### config.mk
export PLATFORM = sky130hd
export DESIGN_NAME = vbuf_bank
export DESIGN_NICKNAME = d
export VERILOG_FILES = /design/src/rtl/vbuf_pkg.sv /design/src/rtl/vbuf_chan.sv /design/src/rtl/vbuf_bank.sv
export SDC_FILE = /design/constraint.sdc
export NUM_CORES = 1
export LEC_CHECK = 0
export CAP_MARGIN = 0
export CORE_ASPECT_RATIO = 2
export CORE_MARGIN = 2
export CORE_UTILIZATION = 44
export CTS_CLUSTER_SIZE = 28
export DETAILED_ROUTE_END_ITERATION = 8
export GPL_TIMING_DRIVEN = 0
export SLEW_MARGIN = 20
export SYNTH_ARGS = -nofsm -noshare
export SYNTH_HDL_FRONTEND = slang
export SYNTH_SLANG_ARGS = --single-unit
### constraint.sdc
create_clock -name clk -period 5.35 [get_ports clk]
set_input_delay 0.8025 -clock clk [delete_from_list [all_inputs] [get_ports clk]]
set_output_delay 0.8025 -clock clk [all_outputs]
set_load 0.02 [all_outputs]
### src/rtl/vbuf_pkg.sv
// vbuf_pkg: shared constants, types and helpers for the vertical buffer bank.
//   VBUF_DATA_W / VBUF_NUM_CH / VBUF_DEPTH : default geometry of the bank
//   cnt_w(depth)                           : width needed to hold 0..depth
//   vbuf_mode_e                            : read mode selected by `lockstep`
package vbuf_pkg;

  localparam int unsigned VBUF_DATA_W = 8;
  localparam int unsigned VBUF_NUM_CH = 16;
  localparam int unsigned VBUF_DEPTH  = 8;

  typedef enum logic [0:0] {
    VBUF_INDEP    = 1'b0,
    VBUF_LOCKSTEP = 1'b1
  } vbuf_mode_e;

  // Occupancy runs 0..depth inclusive, hence depth+1 states.
  function automatic int unsigned cnt_w(input int unsigned depth);
    return $clog2(depth + 1);
  endfunction

endpackage

### src/rtl/vbuf_chan.sv
// vbuf_chan: one first-word-fall-through FIFO channel of the buffer bank.
// It carries out the strobes it is given; all handshake decisions are made
// by the caller, which must never push when full or pop when empty.
//   clk, rst  : clock, asynchronous active-low reset (pointers and level)
//   push      : write wdata at the tail this cycle
//   pop       : drop the head element this cycle
//   flush     : clear pointers and level on the next edge (beats push/pop)
//   wdata     : element to write
//   rdata     : current head element (raw storage, not qualified)
//   level     : current occupancy, 0..DEPTH
module vbuf_chan
  import vbuf_pkg::*;
#(
  parameter int unsigned DATA_W = VBUF_DATA_W,
  parameter int unsigned DEPTH  = VBUF_DEPTH,
  localparam int unsigned CNT_W = cnt_w(DEPTH)
) (
  input  logic              clk,
  input  logic              rst,
  input  logic              push,
  input  logic              pop,
  input  logic              flush,
  input  logic [DATA_W-1:0] wdata,
  output logic [DATA_W-1:0] rdata,
  output logic [CNT_W-1:0]  level
);

  localparam int unsigned PtrW = $clog2(DEPTH);

  logic [DATA_W-1:0] mem_q [DEPTH];
  logic [PtrW-1:0]   wr_ptr_q, wr_ptr_d;
  logic [PtrW-1:0]   rd_ptr_q, rd_ptr_d;
  logic [CNT_W-1:0]  level_q, level_d;
  logic              do_push, do_pop;

  assign do_push = push && !flush;
  assign do_pop  = pop && !flush;

  // Storage is deliberately left out of reset and flush; only pointers and
  // level define what is valid.
  always_ff @(posedge clk) begin
    if (do_push) begin
      mem_q[wr_ptr_q] <= wdata;
    end
  end

  always_comb begin
    wr_ptr_d = wr_ptr_q;
    rd_ptr_d = rd_ptr_q;
    level_d  = level_q;
    if (flush) begin
      wr_ptr_d = '0;
      rd_ptr_d = '0;
      level_d  = '0;
    end else begin
      // DEPTH is a power of two, so the pointers wrap by plain overflow.
      if (do_push) wr_ptr_d = wr_ptr_q + PtrW'(1);
      if (do_pop)  rd_ptr_d = rd_ptr_q + PtrW'(1);
      if (do_push && !do_pop) begin
        level_d = level_q + CNT_W'(1);
      end else if (do_pop && !do_push) begin
        level_d = level_q - CNT_W'(1);
      end
    end
  end

  always_ff @(posedge clk or negedge rst) begin
    if (!rst) begin
      wr_ptr_q <= '0;
      rd_ptr_q <= '0;
      level_q  <= '0;
    end else begin
      wr_ptr_q <= wr_ptr_d;
      rd_ptr_q <= rd_ptr_d;
      level_q  <= level_d;
    end
  end

  assign rdata = mem_q[rd_ptr_q];
  assign level = level_q;

endmodule

### src/rtl/vbuf_bank.sv
// vbuf_bank: NUM_CH independent column FIFOs between data_setup_v and the PE
// columns, with per-channel occupancy, bank-wide synchronous flush and an
// optional lockstep read mode in which every column pops together.
//   clk, rst         : clock, asynchronous active-low reset
//   flush            : synchronous clear of every channel (beats push/pop)
//   lockstep         : 0 independent reads, 1 lockstep reads (change only
//                      while all_empty)
//   in_col           : per-channel write data
//   fifo_WVALID_col  : per-channel write request
//   fifo_WREADY_col  : per-channel write accept
//   fifo_RVALID_col  : per-channel pop request (only bit 0 used in lockstep)
//   fifo_RREADY_col  : per-channel head valid on out_col
//   out_col          : head element, zero while its RREADY is low
//   level_col        : per-channel occupancy
//   almost_full      : some channel at or above AF_THRESH
//   all_empty        : every channel empty
module vbuf_bank
  import vbuf_pkg::*;
#(
  parameter int unsigned NUM_CH    = VBUF_NUM_CH,
  parameter int unsigned DATA_W    = VBUF_DATA_W,
  parameter int unsigned DEPTH     = VBUF_DEPTH,
  parameter int unsigned AF_THRESH = DEPTH - 2,
  localparam int unsigned CNT_W    = cnt_w(DEPTH)
) (
  input  logic                           clk,
  input  logic                           rst,
  input  logic                           flush,
  input  logic                           lockstep,
  input  logic [NUM_CH-1:0][DATA_W-1:0]  in_col,
  input  logic [NUM_CH-1:0]              fifo_WVALID_col,
  output logic [NUM_CH-1:0]              fifo_WREADY_col,
  input  logic [NUM_CH-1:0]              fifo_RVALID_col,
  output logic [NUM_CH-1:0]              fifo_RREADY_col,
  output logic [NUM_CH-1:0][DATA_W-1:0]  out_col,
  output logic [NUM_CH-1:0][CNT_W-1:0]   level_col,
  output logic                           almost_full,
  output logic                           all_empty
);

  logic [NUM_CH-1:0][DATA_W-1:0] head;
  logic [NUM_CH-1:0]             non_empty;
  logic [NUM_CH-1:0]             af_hit;
  logic [NUM_CH-1:0]             push;
  logic [NUM_CH-1:0]             pop;
  logic                          all_non_empty;
  logic                          lock_ready;
  logic                          lock_pop;
  vbuf_mode_e                    mode;

  assign mode = vbuf_mode_e'(lockstep);

  // Status flags come purely from registered levels.
  always_comb begin
    non_empty = '0;
    af_hit    = '0;
    for (int i = 0; i < NUM_CH; i++) begin
      non_empty[i] = (level_col[i] != '0);
      af_hit[i]    = (level_col[i] >= CNT_W'(AF_THRESH));
    end
  end

  assign all_non_empty = &non_empty;
  assign all_empty     = ~|non_empty;
  assign almost_full   = |af_hit;

  // In lockstep a wavefront is only released once every column holds data,
  // and column 0's request pops them all so no column can run ahead.
  assign lock_ready = all_non_empty && !flush;
  assign lock_pop   = fifo_RVALID_col[0] && lock_ready;

  always_comb begin
    fifo_WREADY_col = '0;
    fifo_RREADY_col = '0;
    push            = '0;
    pop             = '0;
    out_col         = '0;
    for (int i = 0; i < NUM_CH; i++) begin
      // Full is judged on the current level only, so a same-cycle pop
      // never frees room for a write.
      fifo_WREADY_col[i] = (level_col[i] != CNT_W'(DEPTH)) && !flush;
      push[i]            = fifo_WVALID_col[i] && fifo_WREADY_col[i];
      unique case (mode)
        VBUF_LOCKSTEP: begin
          fifo_RREADY_col[i] = lock_ready;
          pop[i]             = lock_pop;
        end
        default: begin
          fifo_RREADY_col[i] = non_empty[i] && !flush;
          pop[i]             = fifo_RVALID_col[i] && non_empty[i] && !flush;
        end
      endcase
      out_col[i] = fifo_RREADY_col[i] ? head[i] : '0;
    end
  end

  for (genvar g = 0; g < NUM_CH; g++) begin : g_chan
    vbuf_chan #(
      .DATA_W (DATA_W),
      .DEPTH  (DEPTH)
    ) u_chan (
      .clk   (clk),
      .rst   (rst),
      .push  (push[g]),
      .pop   (pop[g]),
      .flush (flush),
      .wdata (in_col[g]),
      .rdata (head[g]),
      .level (level_col[g])
    );
  end

endmodule

==> metrics.md, run 1 <==
| Metric | Value |
|---|---|
| Post-DP HPWL | `99.2 mm` |
| CTS Buf Count | `103` |
| Register share of total power | `46.3%` |
| Core area | `0.113 mm2` |
| Max frequency | `187 MHz` |
| Worst path max stage delay | `0.65 ns` |
| Worst setup EP type | `primary output` |
| Post-synth EDFFs | `1024` |
| CP Max Fanout | `10` |
| Clock Path Buffers | `3` |
| Die area | `0.116 mm2` |
| Syn nets | `3112` |
| Comb power frac | `22.5%` |
| CP Data Required Time | `4.55 ns` |
| Top_reg_cell synth | `edfxtp_1` |
| Violated checks | `setup timing` |
| TritonCTS Sinks | `1184` |
| Nets | `3698` |
| Top-count cell post-synth | `edfxtp_1` |
| Peak supply drop | `0.000365 V` |
| CP bufs+invs | `6` |
| Crit Path Class | `in2out` |
| Die H | `481 um` |
| Routed Antenna Nets | `0` |
| Status | `finished with violations` |
| Final Routed Wirelength | `134 mm` |
| Yosys top cell area share | `61.5%` |
| Syn Inst Count | `2868` |
| Minimum clock period | `5.35 ns` |
| IO buf count | `389` |
| Worst setup margin | `-0.00194 ns` |
| DR iter-0 viols | `2056` |
| Synthesized area | `0.0500 mm2` |
| Crit path DAT | `4.55 ns` |
| Area of placed instances | `0.0570 mm2` |
| Max-Cap Viols | `0` |
| Area contributors post-synth | `edfxtp_1 62%, mux4_2 12%, dfrtp_1 8.0%` |
| Final setup fails | `1` |
| H-tree depth | `3` |
| Post-synth ARST share | `13.5%` |
| Max-Slew Margin vs Limit | `27.4%` |
| Clock Root Buffer | `clkbuf_16` |
| Post-synth cell types | `57` |
| Biggest area consumer among synthesized cells | `edfxtp_1` |
| Vias | `28400` |
| Worst setup slack after placement | `-1.00 ns` |
| Vias per cell | `5.62` |
| Slowest-stage cell, CP | `clkdlybuf4s50_1` |
| Vias in the first global route | `30500` |
| TritonRoute pass-1 iters | `5` |
| Final Skew | `0.0275 ns` |
| GRT Util Overall | `23.1%` |
| Sequential-to-total area share from yosys stat | `69.5%` |
| Clock Pin Slew Worst Setup and Hold Paths | `0.06 ns` |
| Worst min-delay path category | `in2async` |
| Switch share | `29.3%` |
| TritonCTS clock tree | `yes` |
| Syn. warnings | `0` |
| Fin. Hold Viols | `0` |
| Initial antenna violation count | `25` |
| Clk pwr share | `31.2%` |
| Cell area after layout | `0.0605 mm2` |
| Clock Latency Late Sink | `0.70 ns` |
| FILL cells | `9065` |
| Final Util | `53.7%` |
| Crit path cell chain | `clkdlybuf4s50_1 > buf_2 > nor2_1 > clkbuf_2 > clkbuf_2 > buf_2 > a21oi_2 > nor2_1 > clkdlybuf4s50_1` |
| Total gr overflow | `0` |
| Final worst-path cycle share | `100%` |
| Avg Cell Area, Syn | `17.4 um2` |
| Delay-heaviest family, CP | `buffers and inverters` |
| Worst slew pin tran | `1.09 ns` |
| Slew Viols, Final | `0` |
| Int Pwr | `17.0 mW` |
| Hold Buf Count CTS | `0` |
| Layout area overhead | `20.9%` |
| PD cells | `397 mW/mm2` |
| Largest net degree at the start of global routing | `87` |
| First-pass GRT wire length | `197 mm` |
| Layout cells sized above 1 | `21.0%` |
| Synth Register Bits | `1184` |
| IO Count | `390` |
| RSZ-0062 raised after global routing | `true` |
| Startpoint types | `input port` |
| Leak | `20.2 nW` |
| Drt wl/cell | `26.6 um` |
| Routability cong. | `0.837` |
| Initial core utilization | `44.4%` |
| Chip width | `242 um` |
| Most frequent cells after synthesis | `1024 x edfxtp_1, 256 x mux4_2, 206 x nor2_1, 168 x mux2i_1, 160 x dfrtp_1` |
| Row cnt | `174` |
| Net switching power figure | `7.03 mW` |
| Drc violations | `0` |
==> sequential cells by signal, indices dropped and copies added, names as in the netlist <==
register                count
g_chan.u_chan.wr_ptr_q     48
g_chan.u_chan.rd_ptr_q     48
g_chan.u_chan.level        64
g_chan.u_chan.mem_q      1024
==> layout by cell type (no fill, tap or decap), types with 14 or more instances in the layout <==
cell,instances
clkinv_2,18
nor4b_2,32
clkbuf_2,18
buf_4,53
clkbuf_1,76
mux2i_1,168
a21oi_2,17
clkdlybuf4s50_1,388
a21oi_1,37
nand2b_1,48
nor2_1,206
nor4_2,16
nand3b_1,34
xnor2_1,26
clkinvlp_4,14
nor3_2,32
mux2_2,26
dfrtp_1,160
buf_1,38
inv_1,97
clkinv_1,16
o21ai_0,35
a32oi_1,16
o22ai_1,14
a21o_1,23
ha_1,64
nor3b_2,35
mux4_2,256
buf_2,56
edfxtp_1,1024
a22o_1,19
nand2_1,138
xor2_1,23
clkbuf_16,104
nand3_1,20
fa_1,16
nand4_1,21
==> path summary, 6_finish.rpt <==
check | startpoint | to | slack [ns] | depth (start not counted)
max | flush | out_col[55] | -0.002 | 9
min | rst | g_chan[8].u_chan.rd_ptr_q[2] | 0.06 | 1
max reg2reg | g_chan[11].u_chan.level[1] | g_chan[9].u_chan.level[3] | 1.14 | 14
min reg2reg | g_chan[14].u_chan.rd_ptr_q[0] | g_chan[14].u_chan.rd_ptr_q[1] | 0.59 | 3
max in group asynchronous | rst | g_chan[12].u_chan.wr_ptr_q[1] | 4.29 | 2
min in group clk | g_chan[14].u_chan.rd_ptr_q[0] | g_chan[14].u_chan.rd_ptr_q[1] | 0.59 | 3
==> what timing repair did <==
| item | in CTS | in global routing |
|---|---|---|
| resized for setup | 8 | 1 |
| setup endpoints to repair | 115 | 22 |
| buffers inserted | 1 | 0 |
| gates cloned | 0 | 0 |
| pin swaps | 1 | 0 |
==> layout make-up <==
cell class	instances	area, um2	area share (%)
inverters	97	364	0.602
well taps	1496	1870	3.10
clock inverters	67	663	1.10
repair buffers	482	4520	7.48
diodes	9	22.5	0.0372
multi-input cells	1453	15000	24.8
flip-flops and latches	1184	34800	57.5
clock buffers	127	2700	4.46
plain buffers	133	588	0.973
==> worst reg2reg max path, cell delays in order, from the launching register on <==
cell and delay (ns):
dfrtp_1 0.55, or4_1 0.76, nand4_1 0.24, or3_1 0.14, buf_4 0.18, buf_8 0.22, o21ai_4 0.15, or2_2 0.34
ha_1 0.29, a21o_1 0.19, a21oi_1 0.26, nand3b_1 0.15, a21oi_1 0.06, a2111oi_0 0.47, nand3b_1 0.16
==> per-stage QoR <==
step | hold WS (ns) | instances | TNS [ns] | total power [mW]
floorplan | 0.507 | 2868 | 0 | 14.3
global placement | 0.572 | 4753 | -688.79 | 16.4
detailed placement | 0.579 | 4845 | -44.11 | 16.7
CTS | 0.0555 | 5040 | -0.114 | 24.3
global route | 0.0888 | 5040 | -0.520 | 25.0
finish | 0.0636 | 5048 | -0.00194 | 24.0
==> logic make-up (layout without fill, tap and decap cells) <==
| logic type | after synthesis | in the layout | synth area share, % |
|---|---|---|---|
| AOI/OAI and AO/OA | 200 | 200 | 2.94 |
| xor gates and xnor gates | 49 | 49 | 0.858 |
| adders and majority gates | 80 | 80 | 2.24 |
| buffers and inverters | 231 | 906 | 1.87 |
| DFF | 1184 | 1184 | 69.5 |
| muxes | 450 | 450 | 15.5 |
| other | 0 | 9 | 0 |
| and+or+nand+nor | 674 | 674 | 7.09 |
==> layer usage <==
layer	track usage (%)	vias up	routed length, um
met2	41.2	953	70000
met3	6.87	271	11300
met5	0	-	184
met1	26.1	14700	48200
met4	8.43	28	4430
li1	-	12500	-
==> power groups by stage <==
stage / logic (mW) / registers [mW] / clock network (mW)
detailed placement: 5.42 / 11.3 / 0
global route: 5.83 / 11.2 / 8.00
finish: 5.41 / 11.1 / 7.50
global placement: 5.20 / 11.2 / 0
CTS: 5.45 / 11.1 / 7.70
floorplan: 2.99 / 11.3 / 0
Note: power is estimated with default switching activity, not from simulation.
==> run 2, diff against run 1 <==
Settings changed: MAX_ROUTING_LAYER set to met4.
==> run 2 against run 1 <==
  * The flow now finishes without violations
  * Setup slack improved by 0.012 ns
  * Design area about the same
  * Total power about the same
  * Combinational power about the same
  * Die area unchanged
  * Register-to-register slack improved by 0.03 ns
  * Highest routed layer is now met4
  * First-iteration DRC count decreased by 2.0%
  * Clock skew increased by 0.0037 ns
  * Largest power group unchanged
  * Wire length increased by 0.12%
  * Non-clock buffer count unchanged
  * Clock-buffer cell count unchanged
  * Worst hold slack got worse by 0.019 ns
==> metrics.md, run 2 (synthesis gave the netlist of run 1 again) <==
| Metric | Value |
|---|---|
| Leak | `20.2 nW` |
| Final worst-path cycle share | `99.8%` |
| Biggest register | `g_chan.u_chan.mem_q` |
| Worst min-delay path category | `in2async` |
| Worst setup EP type | `primary output` |
| Non-Filler Instances | `5061` |
| Peak supply drop | `0.000366 V` |
| Minimum clock period | `5.34 ns` |
| Slew Viols, Final | `0` |
| Routed Antenna Nets | `0` |
| Reg2reg path depth | `14` |
| TritonCTS Sinks | `1184` |
| Max-Cap Viols | `0` |
| Final setup fails | `0` |
| Commonest non-fill, non-tap cell in the layout | `edfxtp_1` |
| Fin. Hold Viols | `0` |
| Die area | `0.116 mm2` |
| Drc violations | `0` |
| Reg2reg start | `g_chan[11].u_chan.level[1]` |
| Layout cells sized above 1 | `21.0%` |
| Number of flip-flops in the largest register | `1024` |
| Worst r2r dst | `g_chan[9].u_chan.level[3]` |
| Post-Place Cells | `4845` |
| IO Count | `390` |
| Final Skew | `0.0312 ns` |
| RSZ-0062 raised after global routing | `true` |
| Row cnt | `174` |
| R2r setup slk | `1.17 ns` |
| Most frequent cells in the layout | `1024 x edfxtp_1, 388 x clkdlybuf4s50_1, 256 x mux4_2` |
| Post-DP HPWL | `99.2 mm` |
| First-pass GRT wire length | `197 mm` |
| Total gr overflow | `0` |
| Largest net degree at the start of global routing | `87` |
| Drt wl/cell | `26.5 um` |
| Worst slew pin tran | `1.08 ns` |
| Initial core utilization | `44.4%` |
| Clock Latency Late Sink | `0.71 ns` |
| Core area | `0.113 mm2` |
| CTS Buf Count | `103` |
| Routability cong. | `0.849` |
| Max frequency | `187 MHz` |
| H-tree depth | `3` |
| Chip width | `242 um` |
| Clock Path Buffers | `3` |
| GRT Util Overall | `23.8%` |
| Final Routed Wirelength | `134 mm` |
| IO buf count | `389` |
| Layout area overhead | `21.0%` |
| Crit path DAT | `4.54 ns` |
| Vias in the first global route | `30500` |
| Die H | `481 um` |
| Worst hold slack | `0.0448 ns` |
| TritonCTS clock tree | `yes` |
| TritonRoute pass-1 iters | `6` |
| Max-Slew Margin vs Limit | `27.7%` |
| FILL cells | `9067` |
| Crit Path Class | `in2out` |
| Clock Pin Slew Worst Setup and Hold Paths | `0.06 ns` |
| PD cells | `397 mW/mm2` |
| Startpoint types | `input port` |
| Clock Root Buffer | `clkbuf_16` |
| CP Data Required Time | `4.55 ns` |
| Vias per cell | `5.60` |
| Status | `completed` |
| Vias | `28300` |
| CP Max Fanout | `10` |
| Nets | `3698` |
| Initial antenna violation count | `25` |
| DR iter-0 viols | `2014` |
| Hold Buf Count CTS | `0` |
## run 2: report_power, final
group / switching (mW) / total [mW] / leakage [nW] / internal (mW)
combinational: 3.05 / 5.41 / 7.21 / 2.36
sequential: 0.624 / 11.1 / 11.4 / 10.5
clock: 3.36 / 7.50 / 1.60 / 4.14
## run 2: worst max path at each step
stage,start,depth (start not counted),end,slack [ns]
after detailed placement,flush,8,fifo_WREADY_col[6],-1.00
after global routing,g_chan[11].u_chan.level[1],9,out_col[78],-0.07
after global placement,rst,1,g_chan[12].u_chan.wr_ptr_q[2],-3.78
after floorplan,flush,13,g_chan[11].u_chan.level[3],1.74
after CTS,g_chan[11].u_chan.level[1],9,out_col[41],-0.03
final,flush,9,out_col[55],0.01
## run 2: worst max-delay path, cell delays in order
cell and delay, ns:
clkdlybuf4s50_1 0.41, buf_2 0.22, nor2_1 0.34, clkbuf_2 0.43, clkbuf_2 0.46, buf_2 0.57
a21oi_2 0.33, nor2_1 0.30, clkdlybuf4s50_1 0.65
## run 2: timing repair
item / 4_1_cts / 5_1_grt
endpoints found under the setup margin: 115 / 23
gates resized for setup: 8 / 1
buffers inserted: 1 / 0
pin swaps: 1 / 0
## run 2: stage by stage
step	power (mW)	setup slack, ns	cell area [um2]	TNS (ns)	util [%]
after detailed placement	16.7	-1.00	57000	-44.11	50.7
after global placement	16.4	-3.78	55800	-688.79	49.5
after floorplan	14.3	1.74	50000	0	-
after global routing	25.0	-0.0746	60500	-0.513	53.7
after CTS	24.3	-0.0350	60400	-0.114	53.7
final	24.0	0.0105	60500	0	53.8
## run 2: area by class of cell
cell class                 instances  area, um2  area share [%]
sequential                      1184      34800            57.4
inverter                          97        364           0.602
buffer                           133        588           0.972
antenna                           22       55.1          0.0910
clock inverter                    67        663            1.10
timing repair buffer             482       4520            7.48
clock buffer                     127       2700            4.46
multi-input combinational       1453      15000            24.8
tap                             1496       1870            3.09
## run 2: per-layer routing
| metal | global-route usage [%] | part of all wire, % | vias up |
|---|---|---|---|
| li1 | - | - | 12500 |
| met2 | 41.2 | 52 | 913 |
| met3 | 6.75 | 8.3 | 240 |
| met5 | - | 0 | - |
| met4 | 8.36 | 3.2 | 0 |
| met1 | 26.1 | 36 | 14700 |
